File: config.mk
export PLATFORM = sky130hd
export DESIGN_NAME = mbr_scan
export DESIGN_NICKNAME = d
export VERILOG_FILES = /design/src/rtl/mbr_pkg.sv /design/src/rtl/mbr_entry_cap.sv /design/src/rtl/mbr_scan.sv
export SDC_FILE = /design/constraint.sdc
export NUM_CORES = 1
export LEC_CHECK = 0
export ABC_CLOCK_PERIOD_IN_PS = 9100
export CORE_MARGIN = 2
export CORE_UTILIZATION = 31
export DETAILED_ROUTE_END_ITERATION = 16
export GPL_ROUTABILITY_DRIVEN = 0
export GPL_TIMING_DRIVEN = 0
export PLACE_DENSITY = 0.54
export SLEW_MARGIN = 25
export SYNTH_ARGS = -nofsm -noshare
export SYNTH_HDL_FRONTEND = slang
export SYNTH_HIERARCHICAL = 1
export SYNTH_SLANG_ARGS = --single-unit
File: constraint.sdc
create_clock -name clk -period 9.1 [get_ports clk]
set_input_delay 1.82 -clock clk [delete_from_list [all_inputs] [get_ports clk]]
set_output_delay 1.82 -clock clk [all_outputs]
set_load 0.01 [all_outputs]
File: src/rtl/mbr_pkg.sv
// Shared constants and FSM encoding for the MBR partition-table scanner.
package mbr_pkg;

  localparam logic [15:0] MBR_PT_BASE   = 16'h01BE;
  localparam int          MBR_PT_STRIDE = 16;
  localparam int          MBR_OFS_TYPE  = 4;
  localparam int          MBR_OFS_LBA   = 8;
  localparam int          MBR_OFS_SIZE  = 12;
  localparam logic [15:0] MBR_SIG0_ADR  = 16'h01FE;
  localparam logic [15:0] MBR_SIG1_ADR  = 16'h01FF;
  localparam logic [7:0]  MBR_SIG0_VAL  = 8'h55;
  localparam logic [7:0]  MBR_SIG1_VAL  = 8'hAA;

  localparam logic [7:0]  FAT32_CHS     = 8'h0B;
  localparam logic [7:0]  FAT32_LBA     = 8'h0C;

  typedef enum logic [1:0] {
    IDLE,
    SCAN,
    EVAL,
    DONE
  } mbr_state_t;

  function automatic logic [15:0] entry_base(input int idx);
    return MBR_PT_BASE + 16'(MBR_PT_STRIDE * idx);
  endfunction

endpackage

File: src/rtl/mbr_entry_cap.sv
// Captures the type, start LBA and sector count of one partition-table entry
// and flags whether that entry is a usable FAT32 partition.
module mbr_entry_cap
  import mbr_pkg::*;
#(
  parameter logic [15:0] BASE   = MBR_PT_BASE,
  parameter logic [7:0]  TYPE_A = FAT32_CHS,
  parameter logic [7:0]  TYPE_B = FAT32_LBA
) (
  input  logic        clk,
  input  logic        reset,
  input  logic        clr,
  input  logic        cap,
  input  logic [15:0] addr,
  input  logic [7:0]  data,
  input  logic        sig_pass,
  output logic [31:0] lba,
  output logic [31:0] size,
  output logic        qual
);

  logic [7:0]  ptype;
  logic [15:0] ofs;
  logic        hit;

  // Unsigned wrap makes addresses below BASE land far outside the 16-byte window.
  assign ofs = addr - BASE;
  assign hit = cap && (ofs[15:4] == 12'd0);

  always_ff @(negedge clk or posedge reset) begin
    if (reset) begin
      ptype <= '0;
      lba   <= '0;
      size  <= '0;
    end else if (clr) begin
      ptype <= '0;
      lba   <= '0;
      size  <= '0;
    end else if (hit) begin
      if (ofs[3:0] == 4'(MBR_OFS_TYPE))
        ptype <= data;
      else if (ofs[3:2] == 2'(MBR_OFS_LBA / 4))
        lba[{ofs[1:0], 3'b000} +: 8] <= data;
      else if (ofs[3:2] == 2'(MBR_OFS_SIZE / 4))
        size[{ofs[1:0], 3'b000} +: 8] <= data;
    end
  end

  assign qual = ((ptype == TYPE_A) || (ptype == TYPE_B)) &&
                (lba != 32'd0) && (size != 32'd0) && sig_pass;

endmodule

File: src/rtl/mbr_scan.sv
// Scans the MBR partition table of a received sector and reports the first
// non-empty FAT32 partition.
//
//   state | meaning
//   IDLE  | after reset, waiting for start
//   SCAN  | capturing table and signature bytes until byte 0x1FF
//   EVAL  | checking entries 0..NPART-1, one per cycle, then committing
//   DONE  | result held until the next start
module mbr_scan
  import mbr_pkg::*;
#(
  parameter int         NPART     = 4,
  parameter logic [7:0] TYPE_A    = FAT32_CHS,
  parameter logic [7:0] TYPE_B    = FAT32_LBA,
  parameter int         CHECK_SIG = 1
) (
  input  logic        clk,
  input  logic        reset,
  input  logic        start,
  input  logic        sbdone,
  input  logic        mbrprmwe,
  input  logic [7:0]  DATASI,
  input  logic [15:0] PTDATAPNTR,
  output logic        done,
  output logic        fat32valid,
  output logic        sigok,
  output logic [1:0]  PARTIDX,
  output logic [31:0] FAT32SA,
  output logic [31:0] FAT32SZ
);

  mbr_state_t  state;
  logic [2:0]  k;
  logic [7:0]  sig0, sig1;
  logic        cap, sig_pass;

  logic        cand_found;
  logic [1:0]  cand_idx;
  logic [31:0] cand_sa, cand_sz;

  logic        qual_arr [4];
  logic [31:0] lba_arr  [4];
  logic [31:0] size_arr [4];

  assign cap      = sbdone && mbrprmwe && (state == SCAN);
  assign sigok    = (sig0 == MBR_SIG0_VAL) && (sig1 == MBR_SIG1_VAL);
  assign sig_pass = sigok || (CHECK_SIG == 0);

  for (genvar g = 0; g < 4; g++) begin : g_ent
    if (g < NPART) begin : g_cap
      mbr_entry_cap #(
        .BASE   (entry_base(g)),
        .TYPE_A (TYPE_A),
        .TYPE_B (TYPE_B)
      ) u_cap (
        .clk      (clk),
        .reset    (reset),
        .clr      (start),
        .cap      (cap),
        .addr     (PTDATAPNTR),
        .data     (DATASI),
        .sig_pass (sig_pass),
        .lba      (lba_arr[g]),
        .size     (size_arr[g]),
        .qual     (qual_arr[g])
      );
    end else begin : g_nil
      assign lba_arr[g]  = '0;
      assign size_arr[g] = '0;
      assign qual_arr[g] = 1'b0;
    end
  end

  always_ff @(negedge clk or posedge reset) begin
    if (reset) begin
      state      <= IDLE;
      k          <= '0;
      sig0       <= '0;
      sig1       <= '0;
      cand_found <= 1'b0;
      cand_idx   <= '0;
      cand_sa    <= '0;
      cand_sz    <= '0;
      done       <= 1'b0;
      fat32valid <= 1'b0;
      PARTIDX    <= '0;
      FAT32SA    <= '0;
      FAT32SZ    <= '0;
    end else if (start) begin
      state      <= SCAN;
      k          <= '0;
      sig0       <= '0;
      sig1       <= '0;
      cand_found <= 1'b0;
      cand_idx   <= '0;
      cand_sa    <= '0;
      cand_sz    <= '0;
      done       <= 1'b0;
      fat32valid <= 1'b0;
      PARTIDX    <= '0;
      FAT32SA    <= '0;
      FAT32SZ    <= '0;
    end else begin
      case (state)
        SCAN: begin
          if (cap) begin
            if (PTDATAPNTR == MBR_SIG0_ADR)
              sig0 <= DATASI;
            if (PTDATAPNTR == MBR_SIG1_ADR) begin
              sig1  <= DATASI;
              k     <= '0;
              state <= EVAL;
            end
          end
        end
        EVAL: begin
          // k == NPART is the extra commit cycle so all outputs move together.
          if (k == 3'(NPART)) begin
            state      <= DONE;
            done       <= 1'b1;
            fat32valid <= cand_found;
            PARTIDX    <= cand_idx;
            FAT32SA    <= cand_sa;
            FAT32SZ    <= cand_sz;
          end else begin
            if (!cand_found && qual_arr[k[1:0]]) begin
              cand_found <= 1'b1;
              cand_idx   <= k[1:0];
              cand_sa    <= lba_arr[k[1:0]];
              cand_sz    <= size_arr[k[1:0]];
            end
            k <= k + 3'd1;
          end
        end
        default: ;
      endcase
    end
  end

endmodule

==> results.toml <==
[status]
outcome = "complete, no violations"

[global_route]
grt_pass1_vias = 18600
grt_overflow = 0
antenna_found_initial = 4
track_usage_pct = 20.8
grt_pass1_wl_um = 122000
grt_max_degree = 49

[yosys]
synthFlopType = "dfrtn_1"
yosysWarnings = 6
ys_ff_latch = 444
synth_edf_count = 0
postSynthCellCount = 2145
ys_types = 80
async_flop_share_pct = 100
synth_fp_nets = 2196
ys_seq_area_share_pct = 47.3
synth_area_per_cell_um2 = 10.9
synth_area_um2 = 23500

[timing]
slew_headroom_pct = 34.2
maxSlewViolCount = 0
max_slew.worst_pin.slew_ns = 0.986
rsz0062_at_grt = "yes"
finClkSkew_ns = 0.0281
setup_viol = 0
finalHoldViolations = 0

[cells_and_area]
layout_common_cells = "dfrtn_1, nand2_1, nand2b_1"
final_common_cell = "dfrtn_1"
finalNonFillerCells = 3331
drive_gt1_share_pct = 12.2
layout.nets = 2369
areaGrowthSynthToFinish_pct = 18.9
nFillCells = 7231
fin_util_pct = 37.4

[worst_setup_path]
r2r_setup_slack_ns = 5.55
crit_path_start_kind = "input pin"
crit_chain = "dlygate4sd2_1 > nand3_1 > o31a_2 > nor4_1 > and3_1 > buf_6 > nand3_2 > mux2i_1"
critical_path_required_ns = 4.97
crit_type = "input pin to flip-flop"
worst-path-max-fanout = 22
arrival_ns = 4.92
cp_slowest_stage_delay_ns = 0.75
endpoint_kind = "flip-flop"
slowest_stage = "dlygate4sd2_1"

[clock_tree]
cts_inserted_buffers = 51
ctsLongestPathBuffers = 3
cts-root-buf = "clkbuf_16"
clk_latency_ns = 0.60
cts_tree = "yes"
clock_sinks = 444
h-tree-depth = 2
path_clk_slew_ns = 0.04
cts_hold_buffers = 0

[place]
place_inst = 3229
port-buffer-count = 97
place_hpwl_um = 62500

[die]
ios = 98
start_util_pct = 31.4
fp.dieW_um = 279
core_um2 = 74700
die_y_um = 279
die_area_um2 = 78000
num_rows = 100

[route]
wl_um = 81500
first_iter_violations = 1722
drc = 0
vias = 18300
antenna_left = 0
firstDrtPassIters = 6
detail_route.wl_per_cell_um = 24.5
drt-vias-per-instance = 5.50

[pwr]
pwr_density_cell_nw_per_um2 = 165
power.leakage_nw = 12.3
ir_worst_vdd_mv = 0.146

[worst_hold_path]
min_path_type = "flip-flop to flip-flop"

[flow_run]
drv_cap = 0
registers in the layout, indices dropped and copies added, names as in the netlist, 8 cells and up:
| signal | count |
|---|---|
| g_ent.g_cap.u_cap/ptype | 32 |
| sig1 | 8 |
| cand_sa | 32 |
| sig0 | 8 |
| cand_sz | 32 |
| g_ent.g_cap.u_cap/size | 128 |
| FAT32SA | 32 |
| FAT32SZ | 32 |
| g_ent.g_cap.u_cap/lba | 128 |
layout make-up:
class | instances | area, um^2 | area share [%]
multi-input combinational | 1550 | 11700 | 41.9
buffer | 122 | 621 | 2.22
antenna | 1 | 2.50 | 0.00896
inverter | 29 | 123 | 0.439
sequential | 444 | 11100 | 39.8
clock buffer | 75 | 1470 | 5.25
timing repair buffer | 120 | 1380 | 4.94
tap | 969 | 1210 | 4.34
clock inverter | 21 | 304 | 1.09
worst max-delay path, delay by kind of cell:
| kind | cells | cell delay (ns) |
|---|---|---|
| AND/OR/NAND/NOR | 4 | 1.47 |
| buffers and inverters | 2 | 0.93 |
| AO/OA/AOI/OAI | 1 | 0.43 |
| multiplexers | 1 | 0.23 |
synthesized netlist by cell type, types with 19 or more instances:
master | number | share of area (%)
dfrtn_1 | 444 | 47
nand2_1 | 310 | 5.0
nand2b_1 | 293 | 7.8
mux2i_1 | 291 | 12
a21oi_1 | 92 | 2.0
nor4_1 | 78 | 2.1
clkbuf_1 | 71 | 1.1
a22o_1 | 67 | 2.5
mux4_2 | 65 | 6.2
nor2_1 | 41 | 0.66
nand3_1 | 38 | 0.81
nand4_1 | 33 | 0.88
inv_1 | 29 | 0.46
ha_1 | 22 | 1.2
buf_2 | 21 | 0.45
nor3_1 | 19 | 0.40
o21ai_0 | 19 | 0.40
logic make-up after synthesis:
| group | Yosys count | synth area share (%) |
|---|---|---|
| flip-flops | 444 | 47.3 |
| adder cells (fa/ha/maj) | 22 | 1.17 |
| AO/OA/AOI/OAI | 242 | 7.14 |
| multiplexers | 356 | 18.6 |
| XOR/XNOR | 11 | 0.410 |
| AND/OR/NAND/NOR | 919 | 22.2 |
| buffers and inverters | 151 | 3.11 |
repair_timing:
action                                  CTS  global route
resized for setup                        17            11
endpoints found under the setup margin  288           133
pin swaps                                 4             0
buffers inserted                          5             0
hold endpoints to repair                  0             0
stage by stage:
stage | instance area [um^2] | hold WS (ns) | total power (W) | TNS (ns) | setup WS (ns)
3_3_place_gp | 25700 | 0.438 | 0.00245 | -549.13 | -1.70
5_1_grt | 27900 | 0.466 | 0.00477 | -0.0173 | -0.00822
6_report | 27900 | 0.451 | 0.00461 | 0 | 0.0513
2_1_floorplan | 23500 | 0.426 | 0.00231 | 0 | 0.410
4_1_cts | 27900 | 0.454 | 0.00465 | 0 | 0.0190
3_5_place_dp | 26100 | 0.454 | 0.00248 | -325.20 | -1.80
worst paths after layout:
check,cells past startpoint,to,start
setup / recovery,8,g_ent[2].g_cap.u_cap/size[31],PTDATAPNTR[6]
hold / removal,1,cand_sa[17],cand_sa[17]
setup reg to reg,10,FAT32SA[8],k[1]
hold reg to reg,1,cand_sa[17],cand_sa[17]
max in group asynchronous,6,sig1[4],reset
min in group asynchronous,2,cand_sa[19],reset
per-layer routing:
| layer | up-vias | global-route usage, % | part of all wire, % |
|---|---|---|---|
| li1 | 8115 | - | - |
| met4 | 6 | 7.20 | 3.5 |
| met2 | 757 | 32.5 | 45 |
| met3 | 162 | 5.06 | 8.0 |
| met1 | 9292 | 28.2 | 43 |
| met5 | - | 0 | 0.045 |
power by group:
| group | internal, W | total, W | switching (W) |
|---|---|---|---|
| sequential | 0.00199 | 0.00199 | 0.00000233 |
| combinational | 0.000161 | 0.000454 | 0.000294 |
| clock | 0.00129 | 0.00217 | 0.000873 |
| total | 0.00344 | 0.00461 | 0.00117 |
Note: power is estimated with default switching activity, not from simulation.
==> RTL edit, RTL diff (config.mk and constraints unchanged) <==
Make the reset (`reset`) synchronous in 2 clocked blocks.
--- a/src/rtl/mbr_entry_cap.sv
+++ b/src/rtl/mbr_entry_cap.sv
@@ -27,7 +27,7 @@
   assign ofs = addr - BASE;
   assign hit = cap && (ofs[15:4] == 12'd0);
 
-  always_ff @(negedge clk or posedge reset) begin
+  always_ff @(negedge clk) begin
     if (reset) begin
       ptype <= '0;
       lba   <= '0;
--- a/src/rtl/mbr_scan.sv
+++ b/src/rtl/mbr_scan.sv
@@ -71,7 +71,7 @@
     end
   end
 
-  always_ff @(negedge clk or posedge reset) begin
+  always_ff @(negedge clk) begin
     if (reset) begin
       state      <= IDLE;
       k          <= '0;
Check against the original RTL: not settled (the Yosys comparison gave no result); the edit may change what the design does.
==> RTL edit against the original RTL <==
- combinational power decreased by 47%
- synthesized area is 10% lower
- clock skew increased by 0.017 ns
- critical path depth is 1 higher
- sequential cell count unchanged
- total power is 7.2% higher
- design area decreased by 4.3%
- setup slack improved by 0.026 ns
- routed wire length shrank 2.9%
- synthesized cell count grew 6.9%
- largest cell class unchanged
- via count grew 10%
==> RTL edit: results <==
{
  "status": "complete, no violations",
  "ir_drop_mv": 0.131,
  "whs_path_depth": 2,
  "syn-num-nets": 2348,
  "r2r-end": "FAT32SZ[28]$_SDFFE_NP0P_",
  "whs_endpoint": "FAT32SZ[0]$_SDFFE_NP0P_",
  "overflow": 0,
  "reg2reg_from": "k[1]$_SDFFE_NP0P_",
  "critPathMaxFanout": 16,
  "fin_cells": 3813,
  "vias": 20300,
  "drtIter0Drc": 1817,
  "place_area_mm2": 0.0234,
  "clk_latency_ns": 0.66,
  "routed_wl_um": 79100,
  "p_int_uw": 3400,
  "antenna_found_initial": 5,
  "synthXorXnorAreaFrac": 0.00498,
  "drive_gt1_frac": 0.0986,
  "finClkSkew_ns": 0.0451,
  "grt_pass1_wl_um": 119000,
  "yosys-top-cells-count": "nand2_1 (615), dfxtp_1 (444), mux2i_1 (274)",
  "ys_types": 86,
  "synth_compound_area_frac": 0.0835,
  "reg2reg_slack_ns": 5.25,
  "hp-start": "FAT32SZ[0]$_SDFFE_NP0P_",
  "cp-startpoint": "PTDATAPNTR[5]",
  "ctsResizeCount": 7,
  "crit_end": "g_ent[1].g_cap.u_cap/size[22]$_SDFFE_NP0P_",
  "first_global_vias": 20800,
  "placedCellCount": 3275,
  "slew_headroom": 0.354,
  "track_usage": 0.221,
  "async_flop_share": 0,
  "diodes": 0,
  "synth.yosys.seq_area_share": 0.421,
  "grt_max_degree": 26,
  "numCtsBuffers": 50,
  "synth-adder-area-share": 0.0148,
  "dp_hpwl_um": 60100,
  "avgSynthCellArea_um2": 9.20,
  "cts_setup_buffers": 4,
  "nNetsFinal": 2957,
  "synthFlopType": "dfxtp_1"
}
RTL edit: cell count changes after synthesis, sizes merged, moves of 75 or more:
cell    before  now
dfrtn      444    0
dfxtp        0  444
nand2      318  615
nand2b     293    5
nand3       43  165
a21oi       93  168
RTL edit: layout make-up:
class,count,area [µm²]
clock inverters,483,1970
fillers,6774,40600
clock buffers,50,1250
plain buffers,144,736
flip-flops and latches,444,8890
repair buffers,118,1260
well taps,873,1090
multi-input cells,1673,11400
inverters,28,105
RTL edit: cell families after synthesis:
family / count (synthesis)
compound gates: 267
xor+xnor: 12
fa+ha+maj: 25
buf+inv: 177
flops: 444
mux: 340
simple gates: 1029
RTL edit: through the flow:
| stage | util | worst slack [ns] |
|---|---|---|
| 2_1_floorplan | - | 0.488 |
| 3_3_place_gp | 0.344 | -1.64 |
| 3_5_place_dp | 0.348 | -1.09 |
| 4_1_cts | 0.396 | 0.0472 |
| 5_1_grt | 0.397 | 0.0156 |
| 6_report | 0.397 | 0.0774 |
RTL edit: power groups by stage:
| stage | clock network (µW) | logic (µW) | registers [µW] |
|---|---|---|---|
| after floorplan | 299 | 117 | 1990 |
| after global placement | 299 | 220 | 1990 |
| after detailed placement | 299 | 235 | 1990 |
| after CTS | 2810 | 236 | 1960 |
| after global routing | 3040 | 254 | 1960 |
| final | 2740 | 239 | 1960 |
RTL edit: critical path: stages:
cell and delay (ns):
clkdlybuf4s50_1 0.80, a311oi_2 0.47, a21boi_1 0.12, a2bb2oi_1 0.14
or4_4 0.54, buf_6 0.18, or4_1 0.58, buf_6 0.19
mux2i_1 0.12
RTL edit: routing by layer:
| metal | track usage | wire [µm] |
|---|---|---|
| met1 | 0.265 | 32100 |
| met2 | 0.359 | 37500 |
| met3 | 0.0555 | 5960 |
| met4 | 0.127 | 3510 |
| met5 | 0 | 41 |
